--- src/rtl/sigmoid_pkg.sv ---
// Shared fixed-point definitions for the neuron MAC and the sigmoid stage.
// Q4.12 data, Q8.24 products, 40-bit wrapping accumulator.
package sigmoid_pkg;

    localparam int DATA_W    = 16;
    localparam int FRAC_BITS = 12;
    localparam int ACC_W     = 40;
    localparam int PROD_W    = 2 * DATA_W;

    typedef logic signed [DATA_W-1:0] q4_12_t;
    typedef logic signed [PROD_W-1:0] prod_t;
    typedef logic signed [ACC_W-1:0]  acc_t;

    // Stage-1 register contents: one multiplied element plus its framing flags.
    typedef struct packed {
        logic   valid;
        logic   last;
        logic   first;
        prod_t  prod;
        q4_12_t bias;
    } mac_s1_t;

    // Bias is Q4.12; aligning it to the Q8.24 product scale needs a FRAC_BITS shift.
    function automatic acc_t bias_to_acc(input q4_12_t bias);
        return acc_t'(bias) <<< FRAC_BITS;
    endfunction

    function automatic acc_t prod_to_acc(input prod_t prod);
        return acc_t'(prod);
    endfunction

endpackage

--- src/rtl/neuron_round_sat.sv ---
// Converts the Q8.24 accumulator to Q4.12: round half up, then clamp to the
// 16-bit signed range, flagging any clamp.
module neuron_round_sat
    import sigmoid_pkg::*;
(
    input  logic signed [ACC_W-1:0]  acc_i,
    output logic signed [DATA_W-1:0] data_o,
    output logic                     sat_o
);

    // One extra bit keeps the +half addition free of overflow for any acc value.
    localparam int SUM_W = ACC_W + 1;
    localparam int SH_W  = SUM_W - FRAC_BITS;
    localparam logic [SUM_W-1:0] HALF = SUM_W'(1) << (FRAC_BITS - 1);

    logic [SUM_W-1:0] sum;
    logic [SH_W-1:0]  shifted;
    logic             pos_ovf;
    logic             neg_ovf;

    // NOTE: every always_comb output gets a default before any branch so no latch is inferred.
    always_comb begin
        sum     = {acc_i[ACC_W-1], acc_i} + HALF;
        shifted = sum[SUM_W-1:FRAC_BITS];
        pos_ovf = !shifted[SH_W-1] && (|shifted[SH_W-2:DATA_W-1]);
        neg_ovf =  shifted[SH_W-1] && !(&shifted[SH_W-2:DATA_W-1]);
        sat_o   = pos_ovf || neg_ovf;
        data_o  = shifted[DATA_W-1:0];
        if (pos_ovf) begin
            data_o = {1'b0, {(DATA_W-1){1'b1}}};
        end else if (neg_ovf) begin
            data_o = {1'b1, {(DATA_W-1){1'b0}}};
        end
    end

endmodule

--- src/rtl/neuron_mac.sv ---
// Streaming dot-product neuron: multiply, accumulate with bias, then
// round/saturate to Q4.12 with one registered result per completed vector.
module neuron_mac
    import sigmoid_pkg::*;
#(
    parameter int MAX_LEN = 256
) (
    input  logic              clk,
    input  logic              rst,
    input  logic              valid_in,
    input  logic              last_in,
    input  logic [DATA_W-1:0] data_in,
    input  logic [DATA_W-1:0] weight_in,
    input  logic [DATA_W-1:0] bias_in,
    output logic              valid_out,
    output logic [DATA_W-1:0] data_out,
    output logic              sat_out,
    output logic              len_err_out
);

    localparam int               CNT_W   = $clog2(MAX_LEN + 2);
    localparam logic [CNT_W-1:0] CNT_LIM = CNT_W'(MAX_LEN);
    localparam logic [CNT_W-1:0] CNT_MAX = CNT_W'(MAX_LEN + 1);

    q4_12_t data_s;
    q4_12_t weight_s;
    q4_12_t bias_s;

    mac_s1_t s1_q, s1_d;
    logic    first_q, first_d;

    acc_t             acc_q, acc_d;
    logic [CNT_W-1:0] cnt_q, cnt_d;
    logic             done_q, done_d;

    logic              valid_out_q, valid_out_d;
    logic [DATA_W-1:0] data_out_q, data_out_d;
    logic              sat_out_q, sat_out_d;
    logic              len_err_q, len_err_d;

    logic signed [DATA_W-1:0] rs_data;
    logic                     rs_sat;

    assign data_s   = q4_12_t'(data_in);
    assign weight_s = q4_12_t'(weight_in);
    assign bias_s   = q4_12_t'(bias_in);

    always_comb begin
        s1_d       = '0;
        s1_d.valid = valid_in;
        s1_d.last  = valid_in && last_in;
        s1_d.first = first_q;
        s1_d.prod  = prod_t'(data_s) * prod_t'(weight_s);
        s1_d.bias  = bias_s;
        first_d    = valid_in ? last_in : first_q;
    end

    // Idle cycles leave acc and count untouched; a first element ignores the old acc.
    always_comb begin
        acc_d  = acc_q;
        cnt_d  = cnt_q;
        done_d = 1'b0;
        if (s1_q.valid) begin
            acc_d  = (s1_q.first ? bias_to_acc(s1_q.bias) : acc_q) + prod_to_acc(s1_q.prod);
            cnt_d  = s1_q.first ? CNT_W'(1)
                   : (cnt_q == CNT_MAX) ? cnt_q : cnt_q + 1'b1;
            done_d = s1_q.last;
        end
    end

    neuron_round_sat u_round_sat (
        .acc_i  (acc_q),
        .data_o (rs_data),
        .sat_o  (rs_sat)
    );

    always_comb begin
        valid_out_d = done_q;
        data_out_d  = data_out_q;
        sat_out_d   = sat_out_q;
        len_err_d   = len_err_q;
        if (done_q) begin
            data_out_d = rs_data;
            sat_out_d  = rs_sat;
            len_err_d  = cnt_q > CNT_LIM;
        end
    end

    // NOTE: state registers use non-blocking assignments so all stages update from pre-edge values.
    always_ff @(posedge clk or posedge rst) begin
        if (rst) begin
            s1_q        <= '0;
            first_q     <= 1'b1;
            acc_q       <= '0;
            cnt_q       <= '0;
            done_q      <= 1'b0;
            valid_out_q <= 1'b0;
            data_out_q  <= '0;
            sat_out_q   <= 1'b0;
            len_err_q   <= 1'b0;
        end else begin
            s1_q        <= s1_d;
            first_q     <= first_d;
            acc_q       <= acc_d;
            cnt_q       <= cnt_d;
            done_q      <= done_d;
            valid_out_q <= valid_out_d;
            data_out_q  <= data_out_d;
            sat_out_q   <= sat_out_d;
            len_err_q   <= len_err_d;
        end
    end

    assign valid_out   = valid_out_q;
    assign data_out    = data_out_q;
    assign sat_out     = sat_out_q;
    assign len_err_out = len_err_q;

endmodule

--- config.mk ---
export PLATFORM = sky130hd
export DESIGN_NAME = neuron_mac
export DESIGN_NICKNAME = d
export VERILOG_FILES = /design/src/rtl/sigmoid_pkg.sv /design/src/rtl/neuron_round_sat.sv /design/src/rtl/neuron_mac.sv
export SDC_FILE = /design/constraint.sdc
export NUM_CORES = 1
export LEC_CHECK = 0
export ABC_AREA = 1
export CORE_ASPECT_RATIO = 0.75
export CORE_MARGIN = 2
export CORE_UTILIZATION = 45
export CTS_CLUSTER_SIZE = 16
export DETAILED_ROUTE_END_ITERATION = 10
export DONT_BUFFER_PORTS = 1
export GPL_ROUTABILITY_DRIVEN = 0
export PLACE_DENSITY = 0.59
export SKIP_LAST_GASP = 1
export SYNTH_ARGS = -nofsm -noshare
export SYNTH_HDL_FRONTEND = slang
export SYNTH_SLANG_ARGS = --single-unit
--- constraint.sdc ---
create_clock -name clk -period 3.5 [get_ports clk]
set_clock_uncertainty 0.05 [all_clocks]
set_input_delay 0.35 -clock clk [delete_from_list [all_inputs] [get_ports clk]]
set_output_delay 0.35 -clock clk [all_outputs]
set_load 0.03 [all_outputs]
==> results by group <==
Setup path
  • CP most frequent cell: fa_1
  • WP data required: 3.80 ns
  • Crit Path Category: in2reg
  • Critical path launch point type: input port
  • Critical-path cell list: clkinvlp_4 > buf_12 > buf_4 > or2_2 > fa_2 > fa_1 > fa_2 > fa_1 > fa_1 > fa_1 > inv_1 > ha_4 > a21oi_2 > o21ai_1 > a221oi_1 > o21ai_1 > a21oi_1 > xor2_1
  • WP data arrival: 5.31 ns
  • Slowest cell on crit path: fa_2
  • Crit path largest cell delay: about 0.56 ns
  • Family with the most delay on the worst path: adder cells
  • CP max FO: 7
  • Worst path bufs/invs: 4
  • CP endpoint kind: flop

Logic synthesis
  • Post-synthesis register bit count: between 100 and 150
  • Syn avg cell area: 7.32 sq um
  • Top post-synthesis cells by area: fa_1 29%, dfrtp_1 16%, nand2_1 14%
  • Cell taking the most area after synthesis: fa_1
  • Post-synth ARST share: 1.00
  • Synth Cell Area: 18400 sq um
  • Primary FF master, synth: dfrtp_1
  • Mapped Nets: 2959
  • Synth cell types: 39
  • Post-synthesis sequential area ratio: 0.164
  • Number of synthesized flops with an enable pin: 0
  • Top cell type's share of synthesized area: 0.285
  • Yosys warnings: 0
  • Post-Synthesis Cells: 2519

Timing
  • Worst setup margin: -1.51 ns
  • Min Tclk post-route: between 5 and 6 ns
  • Tightest Pin Transition: 1.02 ns
  • Setup TNS: -26.48 ns
  • Hold Fails Final Rpt: 0
  • Fin. max-slew vios: 0
  • Final setup violation count: 24
  • Period utilisation layout: 1.43
  • RSZ-0062 raised after global routing: yes
  • Worst slew margin: 0.320
  • Fmax: 199 MHz

Finish
  • Finished Core Util: 0.539
  • Layout Cells excl Fill: 3165
  • Most common cell after layout, fill and taps aside: nand2_1
  • Most frequent cells in the layout: 634 x nand2_1, 569 x inv_1, 237 x fa_1
  • Diodes inserted: 0
  • # nets final: 3065
  • Area growth syn-to-layout: 18.6%
  • Share of cells above drive strength 1: 0.157

Run status
  • Violated checks: setup timing
  • Status: finished, violations left

Route
  • Via count: 16000
  • Detailed Route Iter0 Violations: 1114
  • Via density: 5.06
  • Routed Antenna Nets: 0
  • Final wirelength: 50.8 mm
  • Post-detailed-route DRC marker count: 0
  • Routed WL per cell: 16.0 um
  • Drt pass-1 iters: 5

Floorplanning
  • Row count: 64
  • Die ar.: 42600 sq um
  • CORE AREA: between 40000 and 50000 sq um
  • Initial Utilization: 0.454
  • Die Ht: roughly 180 um
  • Width of the chip: 238 um
  • Ports: 71

Global routing
  • GRT Total Usage: 0.254
  • Met2 usage: 0.389
  • First-pass GRT wire length: 85.2 mm
  • Largest net degree at the start of global routing: 68
  • Met1 usage: 0.379
  • Initial antenna violation count: 0
  • Grt met3 use: 0.0417
  • Grt total ovfl: 0
  • GR peak layer: met2
  • Number of global-route vias before repair: between 15000 and 20000

Hold path
  • Min-delay worst type: in2reg

CTS
  • CTS tree: built
  • CTS buffer count: 17
  • H-tree depth: 4
  • Worst-Skew Late Latency: 0.43 ns
  • Root buffer cell: clkbuf_16
  • Clock Tree Buf Depth: 2
  • Clk sinks: 121
  • Clk slew on worst S/H paths: approximately 0.060 ns

Flow run
  • Max Cap Viol: 0

Placed design
  • Final HPWL DP: about 42 mm
  • Port Buf Inserts: 0
  • Placed cells: 3097
==> worst register-to-register path: cells and delay by family, from the launching register on <==
| family | cells | cell delay [ns] |
|---|---|---|
| buffers and inverters | 5 | 0.95 |
| adder cells (fa/ha/maj) | 1 | 0.36 |
| AO/OA/AOI/OAI | 5 | 0.96 |
| AND/OR/NAND/NOR | 4 | 0.39 |
| flip-flops | 1 | 0.37 |
==> logic make-up after synthesis <==
logic type,share of synthesized area
buf+inv,0.144
fa+ha+maj,0.370
xor+xnor,0.0304
simple gates,0.220
flops,0.164
compound gates,0.0709
==> cell usage after synthesis, types with 12 or more instances <==
| cell | number |
|---|---|
| nand2_1 | 677 |
| a31oi_1 | 16 |
| inv_1 | 621 |
| nor2_1 | 171 |
| or2_2 | 12 |
| clkbuf_1 | 72 |
| a21oi_1 | 70 |
| dfrtp_1 | 120 |
| o21ai_0 | 105 |
| fa_1 | 263 |
| o21bai_1 | 13 |
| ha_1 | 125 |
| nand3_1 | 81 |
| xnor2_1 | 22 |
| xor2_1 | 42 |
| nand4_1 | 20 |
| nor3_1 | 21 |
==> metal layers <==
layer / up-vias / wire [um]
met4: 0 / 666
met5: - / 0
li1: 7689 / -
met1: 7773 / 24600
met2: 504 / 21700
met3: 46 / 3770
==> area by class of cell <==
type / instances / area [sq um]
clock buffer: 19 / 453
clock inverter: 12 / 115
fill: 3894 / 18700
inverter: 625 / 2360
multi-input combinational: 1695 / 13800
sequential: 121 / 3030
tap: 528 / 661
timing repair buffer: 165 / 1440
==> per-stage QoR <==
stage / setup WS (ns) / cell area, sq um / hold WS (ns)
after floorplan: -1.64 / 19500 / 0.302
after global placement: -1.84 / 20400 / 0.283
after detailed placement: -1.88 / 20400 / 0.282
after CTS: -1.42 / 21400 / 0.0941
after global routing: -1.68 / 21900 / 0.125
final: -1.51 / 21900 / 0.109
==> registers in the layout, summed over array words and instances (netlist names) <==
register / cells
cnt_q: 9
s1_q: 51
first_q: 1
len_err_out: 1
acc_q: 40
data_out: 16
sat_out: 1
done_q: 1
valid_out: 1
==> what timing repair did <==
action	4_1_cts	5_1_grt
pin swaps	33	56
gates resized for setup	56	101
cloned	0	1
endpoints found under the setup margin	24	28
hold buffers	21	0
buffers inserted	7	12
hold endpoints to repair	43	0
==> final timing paths <==
kind / start / slack [ns] / end / cells after the start
min in group asynchronous: rst / 0.42 / acc_q[5] / 2
max reg2reg: s1_q[48] / 0.28 / acc_q[32] / 15
min: weight_in[1] / 0.11 / s1_q[17] / 3
max in group asynchronous: rst / 2.13 / first_q / 3
min reg2reg: first_q / 0.35 / s1_q[48] / 0
max: weight_in[15] / -1.51 / s1_q[47] / 18
Power is left out: the tool's default activity adds up to more than one toggle a clock period on the data nets, which glitch-free logic cannot reach.
==> patch 1: new RTL, same settings <==
Register the inputs `valid_in`, `last_in`, `data_in`, `weight_in` and `bias_in` before use, with the module's reset. The logic sees them one clock later.
--- a/src/rtl/neuron_mac.sv
+++ b/src/rtl/neuron_mac.sv
@@ -23,4 +23,26 @@
     localparam logic [CNT_W-1:0] CNT_MAX = CNT_W'(MAX_LEN + 1);
 
+    logic valid_q;
+    logic last_q;
+    logic [DATA_W-1:0] data_q;
+    logic [DATA_W-1:0] weight_q;
+    logic [DATA_W-1:0] bias_q;
+
+    always_ff @(posedge clk or posedge rst) begin
+        if (rst) begin
+            valid_q  <= '0;
+            last_q   <= '0;
+            data_q   <= '0;
+            weight_q <= '0;
+            bias_q   <= '0;
+        end else begin
+            valid_q  <= valid_in;
+            last_q   <= last_in;
+            data_q   <= data_in;
+            weight_q <= weight_in;
+            bias_q   <= bias_in;
+        end
+    end
+
     q4_12_t data_s;
     q4_12_t weight_s;
@@ -42,16 +64,16 @@
     logic                     rs_sat;
 
-    assign data_s   = q4_12_t'(data_in);
-    assign weight_s = q4_12_t'(weight_in);
-    assign bias_s   = q4_12_t'(bias_in);
+    assign data_s   = q4_12_t'(data_q);
+    assign weight_s = q4_12_t'(weight_q);
+    assign bias_s   = q4_12_t'(bias_q);
 
     always_comb begin
         s1_d       = '0;
-        s1_d.valid = valid_in;
-        s1_d.last  = valid_in && last_in;
+        s1_d.valid = valid_q;
+        s1_d.last  = valid_q && last_q;
         s1_d.first = first_q;
         s1_d.prod  = prod_t'(data_s) * prod_t'(weight_s);
         s1_d.bias  = bias_s;
-        first_d    = valid_in ? last_in : first_q;
+        first_d    = valid_q ? last_q : first_q;
     end
 
Behaviour: not the same (a bounded check fails within 4 cycles, from zero or initial values and one cycle with rst high).
==> patch 1 against the unedited design <==
- the flow still finishes with violations (setup timing)
- setup slack worse by 0.50 ns
- sequential cell count rose by 50
- synthesized area increased by 7.1%
- routed wire length is 10% higher
- via count rose by 6.8%
- critical path type is now reg2reg
- core utilization up 3.3 points
- final area up 13%
- highest routed layer unchanged
Power is not shown: default switching activity piles up to over one toggle a cycle in this logic, so the estimate is an artifact.
==> patch 1: results (changes against the unedited design) <==
* Outcome: complete, but fails checks
* Failing checks: setup timing
* Setup ws final at -2.016 ns (-0.5012 ns)
* Ys flop type: dfrtp_1
* Buffers on Ports at 0 (unchanged)
* Setup TNS at -42.93 ns (-16.45 ns)
* GRT Util Overall at 25.91% (+0.56 points)
* Worst slew pin tran at 0.8763 ns (-0.1426 ns)
* Pre-antenna DRT Iters at 6 (+1)
* Max-Cap Viols at 0 (unchanged)
* Commonest cells post-synth: 637 x inv_1, 621 x nand2_1, 263 x fa_1
* Post-DP HPWL at 44960 µm (+7.1%)
* Htree depth at 4 (unchanged)
* Vias after detailed routing at 17094 (+6.8%)
* First-pass GRT wire length at 91320 µm (+7.2%)
* FFs w/ async S/R, synth at 100.0% (unchanged)
* Fill count at 3927 (+0.85%)
* Hold_ws at 0.3002 ns (+0.1915 ns)
* Endpoints failing hold at 0 (unchanged)
* Clock transition at path regs at 0.08 ns (+0.02 ns)
* Fin util at 57.21% (+3.3 points)
* Initial antenna violation count at 1 (+1)
* Top Registers: s1_q: 51 flops, acc_q: 40 flops
* CP Data Arrival Time at 5.82 ns (+0.51 ns)
* CTS Buf Count at 17 (unchanged)
* Library cells used by synthesis at 48 (+23%)
* Area contributors post-synth: fa_1 27%, dfrtp_1 22%, inv_1 12%, nand2_1 12%, ha_1 7.9%
* Final wirelength at 55850 µm (+10%)
* Root Buffer: clkbuf_16
* Seq/Total Area, Yosys at 21.66% (+5.2 points)
* Non-Filler Instances at 3381 (+6.8%)
* Vias in the first global route at 17581 (+5.4%)
* Nets at 3229 (+5.4%)
* CP Max Fanout at 5 (-2)
* Hold wc startpoint: bias_q[2]
* Largest net degree at the start of global routing at 138 (+100%)
* Initial DRC count at 1481 (+33%)
* R2r startpoint: data_q[15]
* Syn avg cell area at 7.701 µm² (+5.2%)
* Min-Delay Path Class: reg2reg
* Net Count, Synth at 3006 (+1.6%)
* Worst-Skew Late Latency at 0.47 ns (+0.04 ns)
* Post-DP Area at 22390 µm² (+9.8%)
* CTS max path bufs at 2 (unchanged)
* Pre-CTS WS at -2.150 ns (-0.2724 ns)
* Layout cells sized above 1 at 20.24% (+4.5 points)
* Startpoint Class: register
* Placed Cells at 3255 (+5.1%)
* #FFs+latches synth at 171 (+41%)
* Synth warnings at 0 (unchanged)
* Final setup vio count at 26 (+8.3%)
-- patch 1: logic make-up after synthesis --
family                     share of synthesized area [%]
xor gates and xnor gates                           2.837
adders and majority gates                          34.56
and+or+nand+nor                                    19.94
DFF                                                21.66
AOI/OAI and AO/OA                                  7.218
buffers and inverters                              13.78
-- patch 1: what timing repair did --
item,4_1_cts,5_1_grt
pin swaps,118,51
endpoints found under the hold margin,203,0
endpoints found under the setup margin,30,43
hold buffers,51,0
buffers inserted,32,11
gates cloned,2,1
gates resized for setup,161,94
-- patch 1: cell type report --
class,instances,share of cell area (%)
Timing Repair Buffer,282,11.00
Tap cell,578,2.916
Clock buffer,18,1.730
Multi-Input combinational cell,1676,56.55
Clock inverter,14,0.7163
Sequential cell,171,17.35
Antenna cell,1,0.01009
Inverter,641,9.726
-- patch 1: worst max-delay path, cell delays in order, from the launching register on --
cell,delay [ns]
dfrtp_2,0.46
buf_12,0.16
buf_8,0.13
nand2_1,0.08
inv_2,0.04
buf_4,0.14
fa_1,0.54
fa_1,0.44
fa_1,0.50
fa_1,0.52
fa_1,0.54
inv_1,0.05
fa_1,0.53
inv_1,0.06
ha_4,0.29
nand2_2,0.07
inv_1,0.07
nand4_1,0.17
nor4_2,0.30
a21oi_2,0.10
xor2_1,0.15
-- patch 1: final timing paths --
check,end,cells past startpoint
min reg2reg,s1_q[2],0
max reg2reg,s1_q[47],20
max,s1_q[47],20
max in group asynchronous,s1_q[48],3
min,s1_q[2],0
min in group asynchronous,s1_q[17],3
-- patch 1: routing by layer --
metal	track usage (%)	wire, µm	up-vias
li1	-	-	8066
met1	37.45	25870	8334
met2	38.51	23590	631
met3	7.728	5648	63
met4	5.261	745	0
met5	0	0	-
==> patch 2: new RTL, same flow settings <==
Without the edit above. The package constant `FRAC_BITS` goes from 12 to 24. Comments in the files are not updated.
--- a/src/rtl/sigmoid_pkg.sv
+++ b/src/rtl/sigmoid_pkg.sv
@@ -4,5 +4,5 @@
 
     localparam int DATA_W    = 16;
-    localparam int FRAC_BITS = 12;
+    localparam int FRAC_BITS = 24;
     localparam int ACC_W     = 40;
     localparam int PROD_W    = 2 * DATA_W;
Behaviour: not the same (a bounded check fails within 4 cycles, from zero or initial values and one cycle with rst high).
==> patch 2 against the unedited design <==
- synthesized area is 0.42% higher
- first-iteration DRC count is 16% higher
- critical endpoint is now s1_q[42]
- critical path type unchanged
- maximum frequency is 4.3% higher
- final area is 1.4% higher
- the run still ends with setup timing left
- register-to-register slack better by 0.21 ns
- routed wire length is 2.3% higher
- sequential cell count stayed put
- highest routed layer unchanged
- core utilization is 0.64 points higher
- setup slack better by 0.21 ns
Power is not shown: default switching activity piles up to over one toggle a cycle in this logic, so the estimate is an artifact.
==> patch 2: results (changes against the unedited design) <==
* Outcome: complete, but fails checks
* Failing checks: setup timing
* Area contributors post-synth: fa_1 28%, dfrtp_1 16%, nand2_1 15%, inv_1 14%, ha_1 8.6%
* ANT nets after route at 0 (unchanged)
* Hold Crit Depth at 2 (-1)
* GRT Util Overall at 25.51% (+0.15 points)
* WL per Instance at 16.13 µm (+0.56%)
* Commonest cells post-synth: 746 x nand2_1, 668 x inv_1, 263 x fa_1
* Root Buffer: clkbuf_16
* Setup ws final at -1.309 ns (+0.2054 ns)
* Biggest register: s1_q
* Final setup vio count at 24 (unchanged)
* Vias in the first global route at 16619 (-0.38%)
* Layout cells sized above 1 at 16.35% (+0.65 points)
* CTS max path bufs at 2 (unchanged)
* Worst slew pin tran at 0.5788 ns (-0.4400 ns)
* CP Launch Point: weight_in[15]
* Fill count at 3849 (-1.2%)
* Min-Delay Path Class: in2reg
* Synth warnings at 0 (unchanged)
* FFs w/ async S/R, synth at 100.0% (unchanged)
* Initial antenna violation count at 0 (unchanged)
* FF-to-FF path depth at 16 (+1)
* R2r startpoint: s1_q[48]
* # diodes at 0 (unchanged)
* Flop2flop setup slack at 0.49 ns (+0.21 ns)
* Reg2reg end: acc_q[30]
* Largest register FFs at 51 (unchanged)
* Initial DRC count at 1290 (+16%)
* Drt via density at 5.053 (-0.12%)
* Seq/Total Area, Yosys at 16.35% (-0.069 points)
* CP Max Fanout at 5 (-2)
* CTS Buf Count at 17 (unchanged)
* Post-DP HPWL at 42060 µm (+0.21%)
* Pre-antenna DRT Iters at 6 (+1)
* CP Data Arrival Time at 5.10 ns (-0.21 ns)
* Nets at 3120 (+1.8%)
* Crit path to: s1_q[42]
* Net Count, Synth at 3020 (+2.1%)
* Largest net degree at the start of global routing at 51 (-25%)
* Setup TNS at -24.26 ns (+2.227 ns)
* Worst-Skew Late Latency at 0.44 ns
* Clock transition at path regs at approximately 0.050 ns
* Library cells used by synthesis at 41 (+5.1%)
* First-pass GRT wire length at 86460 µm (+1.5%)
* Ys flop type: dfrtp_1
[patch 2: cell count changes after synthesis, sizes merged, moves of 13 or more]
cell,before,now
nand2,680,755
nand3,81,98
inv,624,672
o21ai,107,75
a31oi,16,3
xor2,42,24
[patch 2: routing by layer]
layer  up-vias  global-route usage [%]  part of all wire [%]
met3        50                   4.269                   7.7
met2       512                   38.55                    43
li1       7742                       -                     -
met5         -                       0                     0
met1      7962                   39.07                    48
met4         0                   3.925                  0.98
[patch 2: logic make-up (layout without fill, tap and decap cells)]
kind of cell / after synthesis / count (layout) / synth area share [%]
adder cells (fa/ha/maj): 390 / 390 / 37.01
AO/OA/AOI/OAI: 178 / 178 / 5.249
buffers and inverters: 750 / 863 / 15.23
flip-flops: 121 / 121 / 16.35
AND/OR/NAND/NOR: 1095 / 1095 / 24.08
XOR/XNOR: 44 / 44 / 2.081
[patch 2: worst max-delay path, stage by stage]
cell and delay, ns:
clkinvlp_4 0.09, buf_12 0.15, buf_4 0.12, nor2_1 0.10, fa_1 0.45, fa_1 0.51, fa_1 0.42, fa_1 0.46
fa_1 0.49, inv_1 0.05, fa_1 0.49, inv_2 0.05, ha_4 0.28, buf_6 0.11, nand2_4 0.07, nor2_4 0.11
inv_2 0.08, nor2_2 0.13, and3_1 0.17, nand2_1 0.08, nand3_2 0.10, xor2_1 0.21
[patch 2: worst min path at each step]
| stage | start | slack, ns | endpoint |
|---|---|---|---|
| 4_1_cts | data_in[0] | 0.01 | s1_q[16] |
| 5_1_grt | data_in[0] | 0.009 | s1_q[16] |
| 6_report | weight_in[0] | 0.01 | s1_q[16] |
| 2_1_floorplan | done_q | 0.30 | valid_out |
| 3_3_place_gp | rst | 0.24 | cnt_q[4] |
| 3_5_place_dp | rst | 0.25 | cnt_q[4] |
[patch 2: area by class of cell]
cell class | count | share of cell area (%)
flip-flops and latches | 121 | 13.66
clock inverters | 11 | 0.6599
repair inverters | 1 | 0.03384
repair buffers | 157 | 6.153
multi-input cells | 1707 | 63.02
well taps | 528 | 2.978
clock buffers | 21 | 2.030
inverters | 673 | 11.47
[patch 2: per-stage QoR]
step / util (%) / cell area (µm²) / hold WS, ns / setup slack, ns / instances
finish: 54.53 / 22180 / 0.01117 / -1.309 / 3219
global route: 54.53 / 22180 / 0.008895 / -1.441 / 3219
CTS: 53.71 / 21850 / 0.01054 / -1.223 / 3211
global placement: 49.53 / 20150 / 0.2425 / -1.889 / 3139
floorplan: - / 19280 / 0.2987 / -1.597 / 2578
detailed placement: 49.53 / 20150 / 0.2531 / -1.906 / 3139
[patch 2: repair_timing]
action	4_1_cts	5_1_grt
endpoints found under the hold margin	38	0
endpoints found under the setup margin	24	24
cloned	1	0
hold buffers	19	0
resized for setup	192	80
buffers inserted	21	9
pin swaps	110	46
